File: src/rtl/cgra_regfile_pkg.sv
// Shared constants and types for the CGRA tile register file.
//   RF_WIDTH      default data width
//   RF_NUM_REGS   default register count (power of two)
//   RF_NUM_WCH    default number of write channels
//   RF_NUM_RPORTS default number of read ports
//   rf_addr_t     register index type for the default configuration
package cgra_regfile_pkg;

    localparam int unsigned RF_WIDTH      = 16;
    localparam int unsigned RF_NUM_REGS   = 16;
    localparam int unsigned RF_NUM_WCH    = 3;
    localparam int unsigned RF_NUM_RPORTS = 4;

    typedef logic [$clog2(RF_NUM_REGS)-1:0] rf_addr_t;

endpackage

File: src/rtl/cgra_regfile_mp_rr_arbiter.sv
// Round-robin arbiter granting at most one requester per cycle.
//   clk, reset : clock and synchronous active-high reset
//   req        : per-requester request vector
//   en         : when low, no grant is issued and the pointer holds
//   gnt        : one-hot grant (all zero when nothing is granted)
//   gnt_idx    : index of the granted requester (0 when nothing is granted)
// The search starts at rr_ptr; after a grant to g the pointer moves to (g+1) mod N.
module rr_arbiter
    import cgra_regfile_pkg::*;
#(
    parameter int unsigned N  = RF_NUM_WCH,
    parameter int unsigned IW = (N > 1) ? $clog2(N) : 1
) (
    input  logic          clk,
    input  logic          reset,
    input  logic [N-1:0]  req,
    input  logic          en,
    output logic [N-1:0]  gnt,
    output logic [IW-1:0] gnt_idx
);

    logic [IW-1:0] rr_ptr_q, rr_ptr_d;
    logic          found;

    always_comb begin
        gnt     = '0;
        gnt_idx = '0;
        found   = 1'b0;
        rr_ptr_d = rr_ptr_q;
        if (en) begin
            // First pass: requesters at or above the pointer.
            for (int j = 0; j < int'(N); j++) begin
                if (!found && req[j] && (IW'(j) >= rr_ptr_q)) begin
                    found   = 1'b1;
                    gnt_idx = IW'(j);
                end
            end
            // Second pass wraps around to requesters below the pointer.
            for (int j = 0; j < int'(N); j++) begin
                if (!found && req[j]) begin
                    found   = 1'b1;
                    gnt_idx = IW'(j);
                end
            end
            if (found) begin
                for (int j = 0; j < int'(N); j++) begin
                    gnt[j] = (gnt_idx == IW'(j));
                end
                rr_ptr_d = (gnt_idx == IW'(N - 1)) ? '0 : gnt_idx + 1'b1;
            end
        end
    end

    always_ff @(posedge clk) begin
        if (reset) begin
            rr_ptr_q <= '0;
        end else begin
            rr_ptr_q <= rr_ptr_d;
        end
    end

endmodule

File: src/rtl/cgra_regfile_mp.sv
// Multi-channel register file for the CGRA tile datapath.
//   clk, reset  : clock and synchronous active-high reset
//   wen         : per-channel write request; addr/data held until wr_ack
//   w_addr      : per-channel target register, packed channel-major
//   w_data      : per-channel write data, packed channel-major
//   wr_ack      : one-cycle pulse when that channel's write committed
//   ren         : read enable shared by all read ports
//   r_addr      : per-port read address, packed port-major
//   r_data      : per-port registered read data
//   r_valid     : r_data was updated at the last edge
//   clr_written : clears the written scoreboard (a same-edge commit still sets its bit)
//   written     : bit k = register k written since last clear or reset
module cgra_regfile_mp
    import cgra_regfile_pkg::*;
#(
    parameter int unsigned WIDTH          = RF_WIDTH,
    parameter int unsigned NUM_REGS       = RF_NUM_REGS,
    parameter int unsigned NUM_WCH        = RF_NUM_WCH,
    parameter int unsigned NUM_RPORTS     = RF_NUM_RPORTS,
    parameter int unsigned BLOCK_WR_ON_RD = 1,
    parameter int unsigned RD_BYPASS      = 1
) (
    input  logic                          clk,
    input  logic                          reset,
    input  logic [NUM_WCH-1:0]            wen,
    input  logic [NUM_WCH*$clog2(NUM_REGS)-1:0]    w_addr,
    input  logic [NUM_WCH*WIDTH-1:0]      w_data,
    output logic [NUM_WCH-1:0]            wr_ack,
    input  logic                          ren,
    input  logic [NUM_RPORTS*$clog2(NUM_REGS)-1:0] r_addr,
    output logic [NUM_RPORTS*WIDTH-1:0]   r_data,
    output logic                          r_valid,
    input  logic                          clr_written,
    output logic [NUM_REGS-1:0]           written
);

    localparam int unsigned AW = $clog2(NUM_REGS);
    localparam int unsigned IW = (NUM_WCH > 1) ? $clog2(NUM_WCH) : 1;

    logic [WIDTH-1:0]            regs_q [NUM_REGS];
    logic [WIDTH-1:0]            regs_d [NUM_REGS];
    logic [NUM_RPORTS*WIDTH-1:0] r_data_q, r_data_d;
    logic                        r_valid_q, r_valid_d;
    logic [NUM_WCH-1:0]          wr_ack_q, wr_ack_d;
    logic [NUM_REGS-1:0]         written_q, written_d;

    logic [NUM_WCH-1:0] req;
    logic [NUM_WCH-1:0] gnt;
    logic [IW-1:0]      gnt_idx;
    logic               arb_en;
    logic               commit;
    logic [AW-1:0]      cm_addr;
    logic [WIDTH-1:0]   cm_data;

    // A channel in its ack cycle still shows the old request; masking it
    // stops the same write from committing twice.
    assign req    = wen & ~wr_ack_q;
    assign arb_en = (BLOCK_WR_ON_RD != 0) ? ~ren : 1'b1;
    assign commit = |gnt;

    rr_arbiter #(
        .N  (NUM_WCH),
        .IW (IW)
    ) u_arb (
        .clk     (clk),
        .reset   (reset),
        .req     (req),
        .en      (arb_en),
        .gnt     (gnt),
        .gnt_idx (gnt_idx)
    );

    always_comb begin
        cm_addr = '0;
        cm_data = '0;
        for (int c = 0; c < int'(NUM_WCH); c++) begin
            if (gnt_idx == IW'(c)) begin
                cm_addr = w_addr[c*AW +: AW];
                cm_data = w_data[c*WIDTH +: WIDTH];
            end
        end
    end

    always_comb begin
        regs_d = regs_q;
        if (commit) begin
            regs_d[cm_addr] = cm_data;
        end
    end

    // Set wins over clear when a commit lands on the clearing edge.
    always_comb begin
        written_d = clr_written ? '0 : written_q;
        if (commit) begin
            written_d[cm_addr] = 1'b1;
        end
    end

    assign wr_ack_d  = gnt;
    assign r_valid_d = ren;

    always_comb begin
        logic [AW-1:0]    ra;
        logic [WIDTH-1:0] rd;
        ra       = '0;
        rd       = '0;
        r_data_d = r_data_q;
        if (ren) begin
            for (int i = 0; i < int'(NUM_RPORTS); i++) begin
                ra = r_addr[i*AW +: AW];
                rd = regs_q[ra];
                if ((RD_BYPASS != 0) && commit && (ra == cm_addr)) begin
                    rd = cm_data;
                end
                r_data_d[i*WIDTH +: WIDTH] = rd;
            end
        end
    end

    always_ff @(posedge clk) begin
        if (reset) begin
            for (int k = 0; k < int'(NUM_REGS); k++) begin
                regs_q[k] <= '0;
            end
            r_data_q  <= '0;
            r_valid_q <= 1'b0;
            wr_ack_q  <= '0;
            written_q <= '0;
        end else begin
            regs_q    <= regs_d;
            r_data_q  <= r_data_d;
            r_valid_q <= r_valid_d;
            wr_ack_q  <= wr_ack_d;
            written_q <= written_d;
        end
    end

    assign wr_ack  = wr_ack_q;
    assign r_data  = r_data_q;
    assign r_valid = r_valid_q;
    assign written = written_q;

endmodule
File: config.mk
export PLATFORM = sky130hd
export DESIGN_NAME = cgra_regfile_mp
export DESIGN_NICKNAME = d
export VERILOG_FILES = /design/src/rtl/cgra_regfile_pkg.sv /design/src/rtl/cgra_regfile_mp_rr_arbiter.sv /design/src/rtl/cgra_regfile_mp.sv
export SDC_FILE = /design/constraint.sdc
export NUM_CORES = 1
export LEC_CHECK = 0
export ABC_CLOCK_PERIOD_IN_PS = 3000
export CAP_MARGIN = 20
export CORE_MARGIN = 2
export CORE_UTILIZATION = 54
export DETAILED_ROUTE_END_ITERATION = 6
export PLACE_DENSITY = 0.78
export SLEW_MARGIN = 10
export SYNTH_ARGS = -nofsm -noshare
export SYNTH_HDL_FRONTEND = slang
export SYNTH_SLANG_ARGS = --single-unit
File: constraint.sdc
create_clock -name clk -period 3 [get_ports clk]
set_input_delay 0.6 -clock clk [delete_from_list [all_inputs] [get_ports clk]]
set_output_delay 0.6 -clock clk [all_outputs]
set_load 0.03 [all_outputs]
## Word level (Yosys, flattened, before mapping)

Cells that the tools add are included.

- Bits in registers: 342
- Input bits: 83
- Output and inout port bits: 84
- Word-level logic and storage cells: 124

- Add/subtract/negate cells: 1
- Magnitude comparators: 11
- Equality and inequality tests: 8
- Mux-type cells: 51
- Bitwise logic cells: 9
- Reduce and logical (&&, ||, !) cells: 23

Operators by type and width:

| cell | count |
|---|---|
| 2-to-1 mux 16 bit | 18 |
| binary-select mux 16 bit (select 4 bit) | 4 |
| bitwise mux 256 bit | 1 |
| demux 16 bit (select 4 bit) | 1 |
| greater-or-equal comparator 5 bit, second input constant | 5 |
| inverter 4 -> 5 bit | 5 |
| equality test 4 bit | 4 |
| bitwise OR 16 bit | 1 |
| logical AND 1 bit | 14 |
| 2-to-1 mux 1 bit | 14 |
| 2-to-1 mux 2 bit | 7 |
| 2-to-1 mux 4 bit | 3 |
| 2-to-1 mux 3 bit | 2 |
| zero test 1 bit | 5 |
| less-than comparator 4 x 5 -> 1 bit, second input constant | 1 |
| less-than comparator 5 x 1 -> 1 bit, second input constant | 1 |
| demux 1 bit (select 4 bit) | 1 |
| equality test 2 x 1 -> 1 bit, second input constant | 2 |
| equality test 2 bit, second input constant | 2 |
| greater-or-equal comparator 1 x 2 -> 1 bit, first input constant | 2 |
| greater-or-equal comparator 4 x 1 -> 1 bit, second input constant | 1 |
| zero test 2 bit | 2 |
| bitwise AND 3 bit | 1 |
| inverter 3 bit | 1 |
| other kinds (5) | 5 |

## Logic depth before layout (Yosys ltp)

Gate-level depths: netlist (run 1).

- Word-level depth: 38
- Mapped depth: 10
- Gate-level depth less buffers: 6

## Modules after synthesis

Synthesis (run 1) repeated with hierarchy kept, for this count alone.

- Cells, all modules: 2073
- Area, all modules: 22236.3 µm²

By module, submodules not included:

| module | instances | cells an instance | area an instance (µm²) | sequential area each (µm²) |
|---|---|---|---|---|
| cgra_regfile_mp | 1 | 2045 | 22037.4 | 6806.5 |
| rr_arbiter | 1 | 28 | 198.9 | 40.0 |

## Worst setup path before layout (run 1)

No wires, ideal clock.

- Path kind: input -> register
- Start: input r_addr[9]
- End: register r_data_q[32], in the netlist r_data[32]
- Library setup time: 0.128 ns
- Arrival time: 2.902 ns
- Data required time: 2.872 ns
- Path slack: -0.030 ns
- Cell stages on the path: 7
- Path through: clkbuf_1 -> clkbuf_1 -> clkbuf_1 -> mux4_2 -> mux4_2 -> mux2i_1 -> nor2_1

- Cells in the longest elaborated chain, start to end: 5
- Elaborated cells between the ends (all ways): 7

RTL lines:

| item | RTL line | RTL |
|---|---|---|
| from (decl) | cgra_regfile_mp.sv:30 | `input logic [NUM_RPORTS*$clog2(NUM_REGS)-1:0] r_addr,` |
| inverter 4 -> 5 bit (implied by the code) | cgra_regfile_mp.sv:111 | `rd = regs_q[ra];` |
| binary-select mux 16 bit (select 4 bit) | cgra_regfile_mp.sv:111 |  |
| 2-to-1 mux 16 bit (implied by the code) (2 in a row) | cgra_regfile_mp.sv:111 |  |
| 2-to-1 mux 16 bit (*) | cgra_regfile_mp.sv:112 | `if ((RD_BYPASS != 0) && commit && (ra == cm_addr)) begin` |
| to (signal assigned) | cgra_regfile_mp.sv:131 | `r_data_q <= r_data_d;` |
| to (decl) | cgra_regfile_mp.sv:42 | `logic [NUM_RPORTS*WIDTH-1:0] r_data_q, r_data_d;` |

Every way passes the cells marked *; elsewhere a longest branch is shown, timed or not. The select of a mux whose other input is x is not followed.
A chain may end at the register's enable or synchronous reset.

## Worst setup path after layout (run 1)

- Start: input wen[2]
- End: register regs_q[188] in the netlist's numbering

- Cells in the longest elaborated chain, start to end: 28
- Elaborated cells between the ends (all ways): 45

RTL lines:

| item | RTL line | RTL |
|---|---|---|
| from (decl) | cgra_regfile_mp.sv:25 | `input logic [NUM_WCH-1:0] wen,` |
| bitwise AND 3 bit (*) | cgra_regfile_mp.sv:57 | `assign req = wen & ~wr_ack_q;` |
| logical AND 1 bit (2 in a row) | cgra_regfile_mp_rr_arbiter.sv:33 | `if (!found && req[j] && (IW'(j) >= rr_ptr_q)) begin` |
| 2-to-1 mux 1 bit | cgra_regfile_mp_rr_arbiter.sv:33 |  |
| 2-to-1 mux 1 bit | cgra_regfile_mp_rr_arbiter.sv:30 | `if (en) begin` |
| zero test 1 bit | cgra_regfile_mp_rr_arbiter.sv:40 | `if (!found && req[j]) begin` |
| logical AND 1 bit | cgra_regfile_mp_rr_arbiter.sv:40 |  |
| 2-to-1 mux 1 bit | cgra_regfile_mp_rr_arbiter.sv:40 |  |
| 2-to-1 mux 1 bit | cgra_regfile_mp_rr_arbiter.sv:30 |  |
| (+9 left out) | n/a |  |
| zero test 2 bit | cgra_regfile_mp.sv:77 | `if (gnt_idx == IW'(c)) begin` |
| 2-to-1 mux 4 bit (3 in a row) | cgra_regfile_mp.sv:77 |  |
| inverter 4 -> 5 bit (implied by the code) | cgra_regfile_mp.sv:87 | `regs_d[cm_addr] = cm_data;` |
| greater-or-equal comparator 5 bit (implied by the code) or less-than comparator 5 x 1 -> 1 bit (tied branches) | cgra_regfile_mp.sv:87 |  |
| logical AND 1 bit (implied by the code) | cgra_regfile_mp.sv:87 |  |
| 2-to-1 mux 16 bit (implied by the code) | cgra_regfile_mp.sv:87 |  |
| demux 16 bit (select 4 bit) | cgra_regfile_mp.sv:87 |  |
| bitwise mux 256 bit | cgra_regfile_mp.sv:87 |  |
| to (signal assigned) | cgra_regfile_mp.sv:130 | `regs_q <= regs_d;` |
| to (decl) | cgra_regfile_mp.sv:40 | `logic [WIDTH-1:0] regs_q [NUM_REGS];` |

Marks and branches as above.

==> summary.md, run 1 <==
| Metric | Value |
|---|---|
| Status | `finished clean` |
| Setup crit end kind | `flip-flop` |
| I/O Pins | `roughly 170` |
| Antenna violations before repair | `5` |
| Vias in the first global route | `15700` |
| Die width | `200.7 microns` |
| Fin. max-slew vios | `0` |
| Starting density of the core | `54.33%` |
| First-pass GRT wire length | `94180 microns` |
| Power Dens Cells | `465.2 nW/um^2` |
| Synth async-reset ratio | `0%` |
| Min-Delay Path Class | `input port to flip-flop` |
| Row cnt | `a little over 70` |
| Leak Pwr | `9.586 nW` |
| Chip Height | `200.7 microns` |
| Family with the most delay on the worst path | `simple AND/OR/NAND/NOR gates` |
| Post-CTS Hold Fix Bufs | `0` |
| Final setup vio count | `0` |
| Core ar. | `~38000 sq um` |
| Die ar. | `around 40000 sq um` |
| # port buffers | `166` |
| RSZ-0062 raised after global routing | `false` |
| Total gr overflow | `0` |
| CTS buffer count | `38` |
| WHS Endpoint | `r_data[50]` |
| Via/cell ratio | `6.646` |
| WP data required | `around 3.5 ns` |
| Number of warnings issued by yosys | `0` |
| Share of post-route cells with drive strength above 1 | `28.28%` |
| CP Launch Type | `input port` |
| EDFF count, synth | `0` |
| Minimum clock period | `2.706 ns` |
| DRT Wirelength | `61170 microns` |
| Worst r2r dst | `regs_q[188]` |
| Clock Latency Late Sink | `0.55 ns` |
| Placed standard-cell area | `23910 sq um` |
| Min Hold Slack | `0.4550 ns` |
| Area contributors post-synth | `mux4_2 34%, dfxtp_1 33%, mux2i_1 15%` |
| GPL Wtd Cong | `0.8931` |
| Area delta synth->final | `21.37%` |
| CP max FO | `10` |
| Total of max-cap violations | `0` |
| Hold Startpoint | `reset` |
| Vias post-DR | `15340` |
| CTS H-tree depth | `2` |
| DRC violations left | `0` |
| Main synth FF type | `dfxtp_1` |
| Maximum vdd ir drop | `0.3616 mV` |
| Nets | `1842` |
| Critical-path cell list | `clkdlybuf4s50_1 > and4bb_1 > o32ai_1 > nand2b_4 > a221o_1 > buf_12 > nor4_4 > buf_12 > mux2i_1` |
| Count leader, synth | `dfxtp_1` |
| R2R cell count | `8` |
| Cell variety after synth | `50` |
| Post-CTS Setup Bufs | `0` |
| Critical Path AT | `3.18 ns` |
| Worst-Margin Slew | `~0.9 ns` |
| Top cell type by total area after synthesis | `mux4_2` |
| Most common library cells after synthesis | `342 x dfxtp_1, 320 x mux2i_1, 320 x mux4_2` |
| Post-synthesis cell count | `1630` |
| Crit path buf inv count | `3` |
| Clock skew | `0.01806 ns` |
| Cell mode on critical path | `buf_12` |
| CP Class | `input port to flip-flop` |
| R2R Setup Slk | `0.45 ns` |
| Clock-pin slew on the worst setup and hold paths | `0.06 ns` |
| Hpwl dp | `39360 microns` |
| CTS Buffer Depth | `3` |
| Final Core Density | `between 60% and 70%` |
| Fin. Hold Viols | `0` |
| Sequential element share of the synthesized area | `32.76%` |
| Gr usage total | `30.67%` |
| Clk root buf | `clkbuf_16` |
| Syn avg cell area | `12.82 sq um` |
| Largest net degree at the start of global routing | `200` |
| Worst slack, placed | `-0.2345 ns` |
| Final Cycle Share | `90.21%` |
| Max stage delay cell, worst path | `clkdlybuf4s50_1` |
| Worst Hold Depth | `2` |
| Top-area cell type share of the netlist area | `34.48%` |
| Clock sink count | `342` |
| Max Clk Rate | `0.3695 GHz` |
| TritonRoute pass-1 iters | `6` |
| Mapped Area | `20900 sq um` |
| Final setup margin | `0.2938 ns` |
| TritonCTS clock tree | `done` |
| Post-route antenna net violation count | `0` |
| Number of cells upsized or downsized after cts | `0` |
| Wire length per cell | `approximately 27 microns` |
| Crit-path max cell delay | `0.50 ns` |
| Setup Total Neg Slack | `0 ns` |
| Max-slew headroom | `approximately 40%` |
| Syn Nets | `1713` |
| Reg2Reg Launch Point | `u_arb.rr_ptr_q[1]` |
| Register bit count reported by yosys | `around 340` |
| Initial DRC count | `1596` |
| Finished Cell Area | `25360 sq um` |
[layout make-up]
cell class | count | area, sq um
multi-input combinational | 1113 | 13340
clock inverter | 14 | 276.5
timing repair buffer | 263 | 3072
inverter | 1 | 3.754
clock buffer | 56 | 1172
fill | 2757 | 13100
antenna | 1 | 2.502
tap | 518 | 648.1
sequential | 342 | 6847
[cells in the final DEF, fill, tap and decap left out, types with 2 or more instances in the layout]
cell and count:
a32oi_1 16, clkbuf_8 9, o21a_1 2, nand4bb_1 2, buf_12 57, nor3_1 2, mux4_2 320, clkbuf_16 41
nand2b_1 266, nand3_1 3, buf_4 45, clkbuf_1 6, nor3b_1 2, o21ba_1 7, nand4_1 5, and4_1 2
dfxtp_1 342, a21oi_1 27, o21ai_0 3, and2_1 2, and3_1 4, clkdlybuf4s50_1 156, nor3_4 3, clkinv_2 4
nor2b_1 13, nand2b_4 2, nor2_1 83, buf_2 4, mux2i_1 320, nor4_4 3, nor4_1 2, bufinv_16 8
nand2_1 4
[cells by family (layout without fill, tap and decap cells)]
group                  after synthesis  count (layout)  share of synthesized area [%]
AO/OA/AOI/OAI                       68              68                          2.359
buffers and inverters              175             334                          3.454
flip-flops                         342             342                          32.76
multiplexers                       640             640                          49.81
other                                0               1                              0
AND/OR/NAND/NOR                    405             405                          11.61
[sequential cells by signal, indices dropped and copies added, names as in the netlist]
register	count
regs_q	256
r_data	64
wr_ack	3
u_arb.rr_ptr_q	2
written	16
r_valid	1
[report_power, final]
group	leakage [nW]	internal, mW	switching (mW)
Sequential	2.76	4.63	0.102
Clock	0.710	3.40	1.97
Combinational	6.12	0.837	0.856
Total	9.59	8.87	2.93
[how the worst max path moves through the flow]
stage	start	end	slack (ns)	depth (start not counted)
after floorplan	r_addr[5]	r_data[24]	0.10	7
after global placement	wen[0]	regs_q[31]	-0.18	11
after detailed placement	wen[2]	regs_q[188]	-0.23	9
after CTS	wen[2]	regs_q[188]	0.32	9
after global routing	wen[0]	regs_q[154]	0.21	11
final	wen[2]	regs_q[188]	0.29	9
[layer usage]
metal	wire length, microns	GRT usage (%)	vias up
met5	28	0.4762	-
met4	2020	11.19	4
met3	7722	10.45	152
met2	27850	47.25	943
met1	23550	40.49	7741
li1	-	-	6499
[metrics by stage]
stage,instances,power [mW]
6_report,2308,11.80
3_5_place_dp,2237,6.512
4_1_cts,2307,11.82
3_3_place_gp,2237,6.476
2_1_floorplan,1630,5.832
5_1_grt,2307,12.11
Power figures use the tool's default switching activity.
==> run 2: changes to the inputs <==
--- a/config.mk
+++ b/config.mk
@@ -10,7 +10,7 @@
 export CORE_MARGIN = 2
 export CORE_UTILIZATION = 54
 export DETAILED_ROUTE_END_ITERATION = 6
-export PLACE_DENSITY = 0.78
+export PLACE_DENSITY = 0.85
 export SLEW_MARGIN = 10
 export SYNTH_ARGS = -nofsm -noshare
 export SYNTH_HDL_FRONTEND = slang
==> summary.md, run 2 (synthesized netlist as in run 1, its figures left out) <==
| Metric | Value |
|---|---|
| R2R cell count | `9` |
| Number of cells upsized or downsized after cts | `0` |
| Clock power frac | `43.0%` |
| I/O Pins | `167` |
| Leak Pwr | `9.491 nW` |
| Setup crit end kind | `flip-flop` |
| Clk root buf | `clkbuf_16` |
| Largest net degree at the start of global routing | `242` |
| Max reg flops | `256` |
| Finished Cell Area | `between 20000 and 30000 sq um` |
| RSZ-0062 raised after global routing | `false` |
| Status | `finished with violations` |
| Total gr overflow | `0` |
| Post-route antenna net violation count | `0` |
| Minimum clock period | `roughly 2.8 ns` |
| CP Class | `input port to flip-flop` |
| Fin. max-slew vios | `0` |
| Die ar. | `40290 sq um` |
| Max Clk Rate | `0.3569 GHz` |
| WP data required | `3.45 ns` |
| GPL Wtd Cong | `0.8991` |
| Antenna violations before repair | `2` |
| DRT Wirelength | `between 60000 and 70000 microns` |
| Max-slew headroom | `32.61%` |
| Failing checks | `DRC` |
| Routing usage on met2 | `47.26%` |
| Clock sink count | `342` |
| Share of post-route cells with drive strength above 1 | `between 20% and 30%` |
| Most used routing layer | `met2` |
| Vias post-DR | `15580` |
| Clock-pin slew on the worst setup and hold paths | `around 0.06 ns` |
| Maximum vdd ir drop | `0.3936 mV` |
| Wire length per cell | `26.95 microns` |
| Met3 GRT Util | `10.29%` |
| # port buffers | `~170` |
| Chip Height | `200.7 microns` |
| CTS Buffer Depth | `3` |
| Die width | `200.7 microns` |
| Gr usage total | `30.83%` |
| Power Dens Cells | `approximately 450 nW/um^2` |
| Commonest non-fill, non-tap cell in the layout | `dfxtp_1` |
| Worst-Margin Slew | `1.011 ns` |
| Min-Delay Path Class | `input port to flip-flop` |
| Internal | `approximately 8.4 mW` |
| Logic pwr share | `about 15%` |
| Post-CTS Setup Bufs | `0` |
| Sw power | `approximately 2.9 mW` |
| Leading cell types in the layout, fill and taps excluded | `342 x dfxtp_1, 320 x mux2i_1, 320 x mux4_2, 266 x nand2b_1, 156 x clkdlybuf4s50_1` |
| Hpwl dp | `39370 microns` |
| Critical Path AT | `3.25 ns` |
| Initial DRC count | `1966` |
| Register bank with the most flops | `regs_q` |
| Final Cycle Share | `93.41%` |
| Core ar. | `between 30000 and 40000 sq um` |
| M1 GR Usage | `slightly above 40%` |
| Fin. Hold Viols | `0` |
| Clock skew | `0.01164 ns` |
| CTS buffer count | `36` |
| Total of max-cap violations | `0` |
| CP Launch Type | `input port` |
| CP max FO | `11` |
| Nets | `~1800` |
| Placed standard-cell area | `23860 sq um` |
| TritonRoute pass-1 iters | `7` |
| Min Hold Slack | `0.4586 ns` |
| Via/cell ratio | `~6.8` |
| Worst Hold Depth | `3` |
| Starting density of the core | `54.33%` |
| Row cnt | `72` |
| First-pass GRT wire length | `about 95000 microns` |
| Final setup vio count | `0` |
| Area delta synth->final | `20.26%` |
| DRC violations left | `1` |
| Clock Latency Late Sink | `0.54 ns` |
| Pwr Total | `between 10 and 15 mW` |
| Fillers | `2707` |
| Sequential share of power | `42.1%` |
| CTS H-tree depth | `2` |
| TritonCTS clock tree | `done` |
| Switching Fraction | `25.39%` |
| N_diodes | `0` |
| Vias in the first global route | `~16000` |
| Post-CTS Hold Fix Bufs | `0` |
-- run 2: cell count changes in the layout (fill, tap and decap cells not counted) --
cell and change:
bufinv_16 -3, buf_4 +10, buf_2 -1, clkinv_2 -2, clkbuf_1 -4, clkbuf_16 -4, clkbuf_8 +2, buf_12 -6
clkinv_4 +1, diode_2 -1
-- run 2: final timing paths --
check,from,to,slack (ns)
worst max-delay path,wen[2],regs_q[155],0.20
worst max register to register,wr_ack[2],regs_q[155],0.28
worst min-delay path,ren,r_valid,0.46
worst min register to register,written[11],written[11],0.47
-- run 2: area by class of cell --
cell class | instances | area, sq um | share of cell area [%]
multi-input combinational | 1113 | 13340 | 53.09
sequential | 342 | 6847 | 27.24
timing repair buffer | 266 | 3022 | 12.02
clock buffer | 50 | 1085 | 4.316
tap | 518 | 648.1 | 2.579
clock inverter | 10 | 185.2 | 0.7368
inverter | 1 | 3.754 | 0.01494
-- run 2: through the flow --
stage | std cells | utilization [%] | worst slack, ns | TNS (ns)
after floorplan | 1630 | - | 0.1008 | 0
after global placement | 2240 | 62.03 | -0.1562 | -17.50
after detailed placement | 2240 | 62.03 | -0.2325 | -35.09
after CTS | 2300 | 65.34 | 0.2610 | 0
after global routing | 2300 | 65.34 | 0.03518 | 0
final | 2300 | 65.34 | 0.1978 | 0
-- run 2: layer usage --
layer	vias to the layer above	routed length, microns
met5	-	19
met4	4	2780
met1	7762	23080
met3	201	8180
li1	6504	-
met2	1104	27930
-- run 2: power by group through the flow --
stage          combinational [mW]  clock (mW)  sequential (mW)
2_1_floorplan               0.999           0             4.83
3_3_place_gp                 1.63           0             4.82
3_5_place_dp                 1.66           0             4.83
4_1_cts                      1.67        4.88             4.73
5_1_grt                      1.75        5.06             4.75
6_report                     1.69        4.84             4.74
-- run 2: critical path, cell delays in order --
cell and delay (ns):
clkdlybuf4s50_1 0.45, and4bb_1 0.28, buf_4 0.16, nor4_1 0.43, a21oi_1 0.08, buf_4 0.17, and2_1 0.24, nor4_4 0.35
buf_12 0.22, mux2i_1 0.26
==> run 3: changes to the inputs <==
--- a/config.mk
+++ b/config.mk
@@ -10,8 +10,9 @@
 export CORE_MARGIN = 2
 export CORE_UTILIZATION = 54
 export DETAILED_ROUTE_END_ITERATION = 6
-export PLACE_DENSITY = 0.85
+export PLACE_DENSITY = 0.84
 export SLEW_MARGIN = 10
 export SYNTH_ARGS = -nofsm -noshare
 export SYNTH_HDL_FRONTEND = slang
+export SYNTH_HIERARCHICAL = 1
 export SYNTH_SLANG_ARGS = --single-unit
==> summary.md, run 3 <==
| Metric | Value |
|---|---|
| Worst r2r dst | `written[1]` |
| CTS Buffer Depth | `3` |
| Synth async-reset ratio | `0%` |
| TritonCTS clock tree | `done` |
| Vias in the first global route | `20270` |
| Leading cell types in the layout, fill and taps excluded | `341 x dfxtp_1, 256 x mux4_2, 232 x nor2_1, 155 x clkdlybuf4s50_1, 151 x buf_4` |
| Syn Nets | `2156` |
| Commonest non-fill, non-tap cell in the layout | `dfxtp_1` |
| GPL Wtd Cong | `between 0.9 and 1` |
| Chip Height | `206.9 microns` |
| WHS Endpoint | `u_arb/rr_ptr_q[1]` |
| Final Cycle Share | `99.34%` |
| DRC violations left | `17` |
| Nets | `2357` |
| CP max FO | `6` |
| Total of max-cap violations | `0` |
| Starting density of the core | `54.58%` |
| Status | `finished with violations` |
| CTS buffer count | `38` |
| Clock sink count | `342` |
| Max Clk Rate | `0.3355 GHz` |
| Worst slack, placed | `-0.6506 ns` |
| Total gr overflow | `0` |
| Area delta synth->final | `24.53%` |
| WP data required | `3.50 ns` |
| Clock Latency Late Sink | `a little under 0.6 ns` |
| Vias post-DR | `21370` |
| Top-area cell type share of the netlist area | `30.79%` |
| Pwr Total | `13.10 mW` |
| Leak Pwr | `9.113 nW` |
| Min-Delay Path Class | `input port to flip-flop` |
| Maximum vdd ir drop | `0.3771 mV` |
| Fin. max-slew vios | `0` |
| Max stage delay cell, worst path | `dfxtp_1` |
| Post-CTS Hold Fix Bufs | `0` |
| I/O Pins | `between 150 and 200` |
| CTS H-tree depth | `2` |
| Final setup vio count | `0` |
| Critical-path cell list | `nor2b_4 > nor2b_4 > o21ai_2 > and4_4 > buf_6 > mux2_4 > mux2_4 > buf_12 > nor4_4 > buf_6 > clkbuf_16 > buf_4 > a21oi_1 > nor2_1` |
| Clk root buf | `clkbuf_16` |
| Critical Path AT | `3.48 ns` |
| Clock-pin slew on the worst setup and hold paths | `0.07 ns` |
| R2R Setup Slk | `0.02 ns` |
| First-pass GRT wire length | `125500 microns` |
| Reg2Reg Launch Point | `wr_ack[2]` |
| Mapped Area | `roughly 22000 sq um` |
| Share of post-route cells with drive strength above 1 | `33.39%` |
| Most common library cells after synthesis | `342 x dfxtp_1, 256 x mux4_2, 235 x nor2_1` |
| Initial DRC count | `about 3900` |
| EDFF count, synth | `0` |
| Setup crit end kind | `flip-flop` |
| Minimum clock period | `2.980 ns` |
| Count leader, synth | `dfxtp_1` |
| Register bank with the most flops | `regs_q` |
| Sequential element share of the synthesized area | `a little under a third` |
| CP Class | `flip-flop to flip-flop` |
| Max reg flops | `~260` |
| CP Launch Type | `flip-flop` |
| Power Dens Cells | `approximately 470 nW/um^2` |
| Hold Startpoint | `reset` |
| Hpwl dp | `55210 microns` |
| Row cnt | `74` |
| R2R cell count | `14` |
| Post-route antenna net violation count | `0` |
| Gr usage total | `39.43%` |
| Largest net degree at the start of global routing | `141` |
| Core ar. | `around 40000 sq um` |
| Antenna violations before repair | `12` |
| Final setup margin | `0.01967 ns` |
| TritonRoute pass-1 iters | `7` |
| Top cell type by total area after synthesis | `dfxtp_1` |
| Die ar. | `42820 sq um` |
| Failing checks | `DRC` |
| Worst-Margin Slew | `about 1.1 ns` |
| DRT Wirelength | `87020 microns` |
| Max-slew headroom | `27.30%` |
| Layout Cells excl Fill | `2839` |
| Crit-path max cell delay | `roughly 0.38 ns` |
| # port buffers | `166` |
| Worst Hold Depth | `2` |
| Cell variety after synth | `54` |
| Area contributors post-synth | `dfxtp_1 31%, mux4_2 26%, a211oi_2 6.6%` |
| # placed instances | `2729` |
| Via/cell ratio | `7.527` |
| Clock skew | `0.02224 ns` |
| Register bit count reported by yosys | `~340` |
| Post-synthesis cell count | `2073` |
| Fin. Hold Viols | `0` |
| Setup Total Neg Slack | `0 ns` |
| Wire length per cell | `30.65 microns` |
| Final Core Density | `about two thirds` |
| Die width | `206.9 microns` |
| Syn avg cell area | `10.73 sq um` |
| Number of warnings issued by yosys | `6` |
| Main synth FF type | `dfxtp_1` |
run 3: cell types whose count changed after synthesis, sizes merged, moves of 51 or more:
cell	change
a211oi	+257
mux4	-64
a22oi	+148
nand2	+128
nand3	+62
o211ai	+69
o21ai	+62
buf	+64
mux2i	-314
nor2	+155
nand2b	-239
a21oi	+51
run 3: cell families (layout without fill, tap and decap cells):
group	Yosys count	count (layout)	synth area share, %
flops	342	342	30.79
other cells	0	4	0
buf+inv	242	472	5.312
simple gates	545	545	12.01
compound gates	660	660	24.31
mux	284	284	27.58
run 3: power by group:
group	switching (mW)	internal [mW]	total [mW]
Clock	2.07	3.25	5.33
Combinational	1.71	1.21	2.92
Sequential	0.172	4.69	4.86
Total	3.95	9.15	13.1
run 3: through the flow:
step / cell area [sq um] / hold slack (ns)
floorplan: 22300 / 0.5033
global placement: 25740 / 0.4466
detailed placement: 25740 / 0.4627
CTS: 27260 / 0.3190
global route: 27690 / 0.3202
finish: 27690 / 0.3307
run 3: final cells by class:
class | instances | area, sq um
inverters | 4 | 15.01
clock buffers | 49 | 1086
fillers | 2839 | 13050
multi-input cells | 1489 | 14350
flip-flops and latches | 342 | 6848
repair buffers | 399 | 4405
well taps | 532 | 665.6
diodes | 4 | 10.01
clock inverters | 20 | 309.0
run 3: repair_timing:
action / CTS / global route
pin swaps: 3 / 8
endpoints found under the setup margin: 88 / 241
setup buffers: 4 / 23
cloned: 3 / 7
resized for setup: 8 / 27
run 3: how the worst max path moves through the flow:
stage | slack [ns] | startpoint | cells after the start | endpoint
3_3_place_gp | -0.59 | wen[2] | 12 | regs_q[161]
5_1_grt | -0.05 | wr_ack[2] | 13 | regs_q[239]
3_5_place_dp | -0.65 | wen[2] | 12 | regs_q[215]
4_1_cts | 0.02 | wen[2] | 13 | regs_q[214]
2_1_floorplan | -0.009 | wen[2] | 13 | regs_q[132]
6_report | 0.02 | wr_ack[2] | 14 | written[1]
run 3: per-layer routing:
metal	vias to the layer above	GRT usage [%]	routed length, microns
li1	8630	-	-
met1	10150	49.80	29140
met2	2068	56.69	36750
met3	522	15.42	14500
met4	4	24.57	6607
met5	-	0	31
run 3: worst max-delay path: cells and delay by family (launching register included):
family | cells | cell delay, ns
compound gates | 2 | 0.17
buf+inv | 5 | 0.86
flops | 1 | 0.38
simple gates | 5 | 0.81
mux | 2 | 0.68
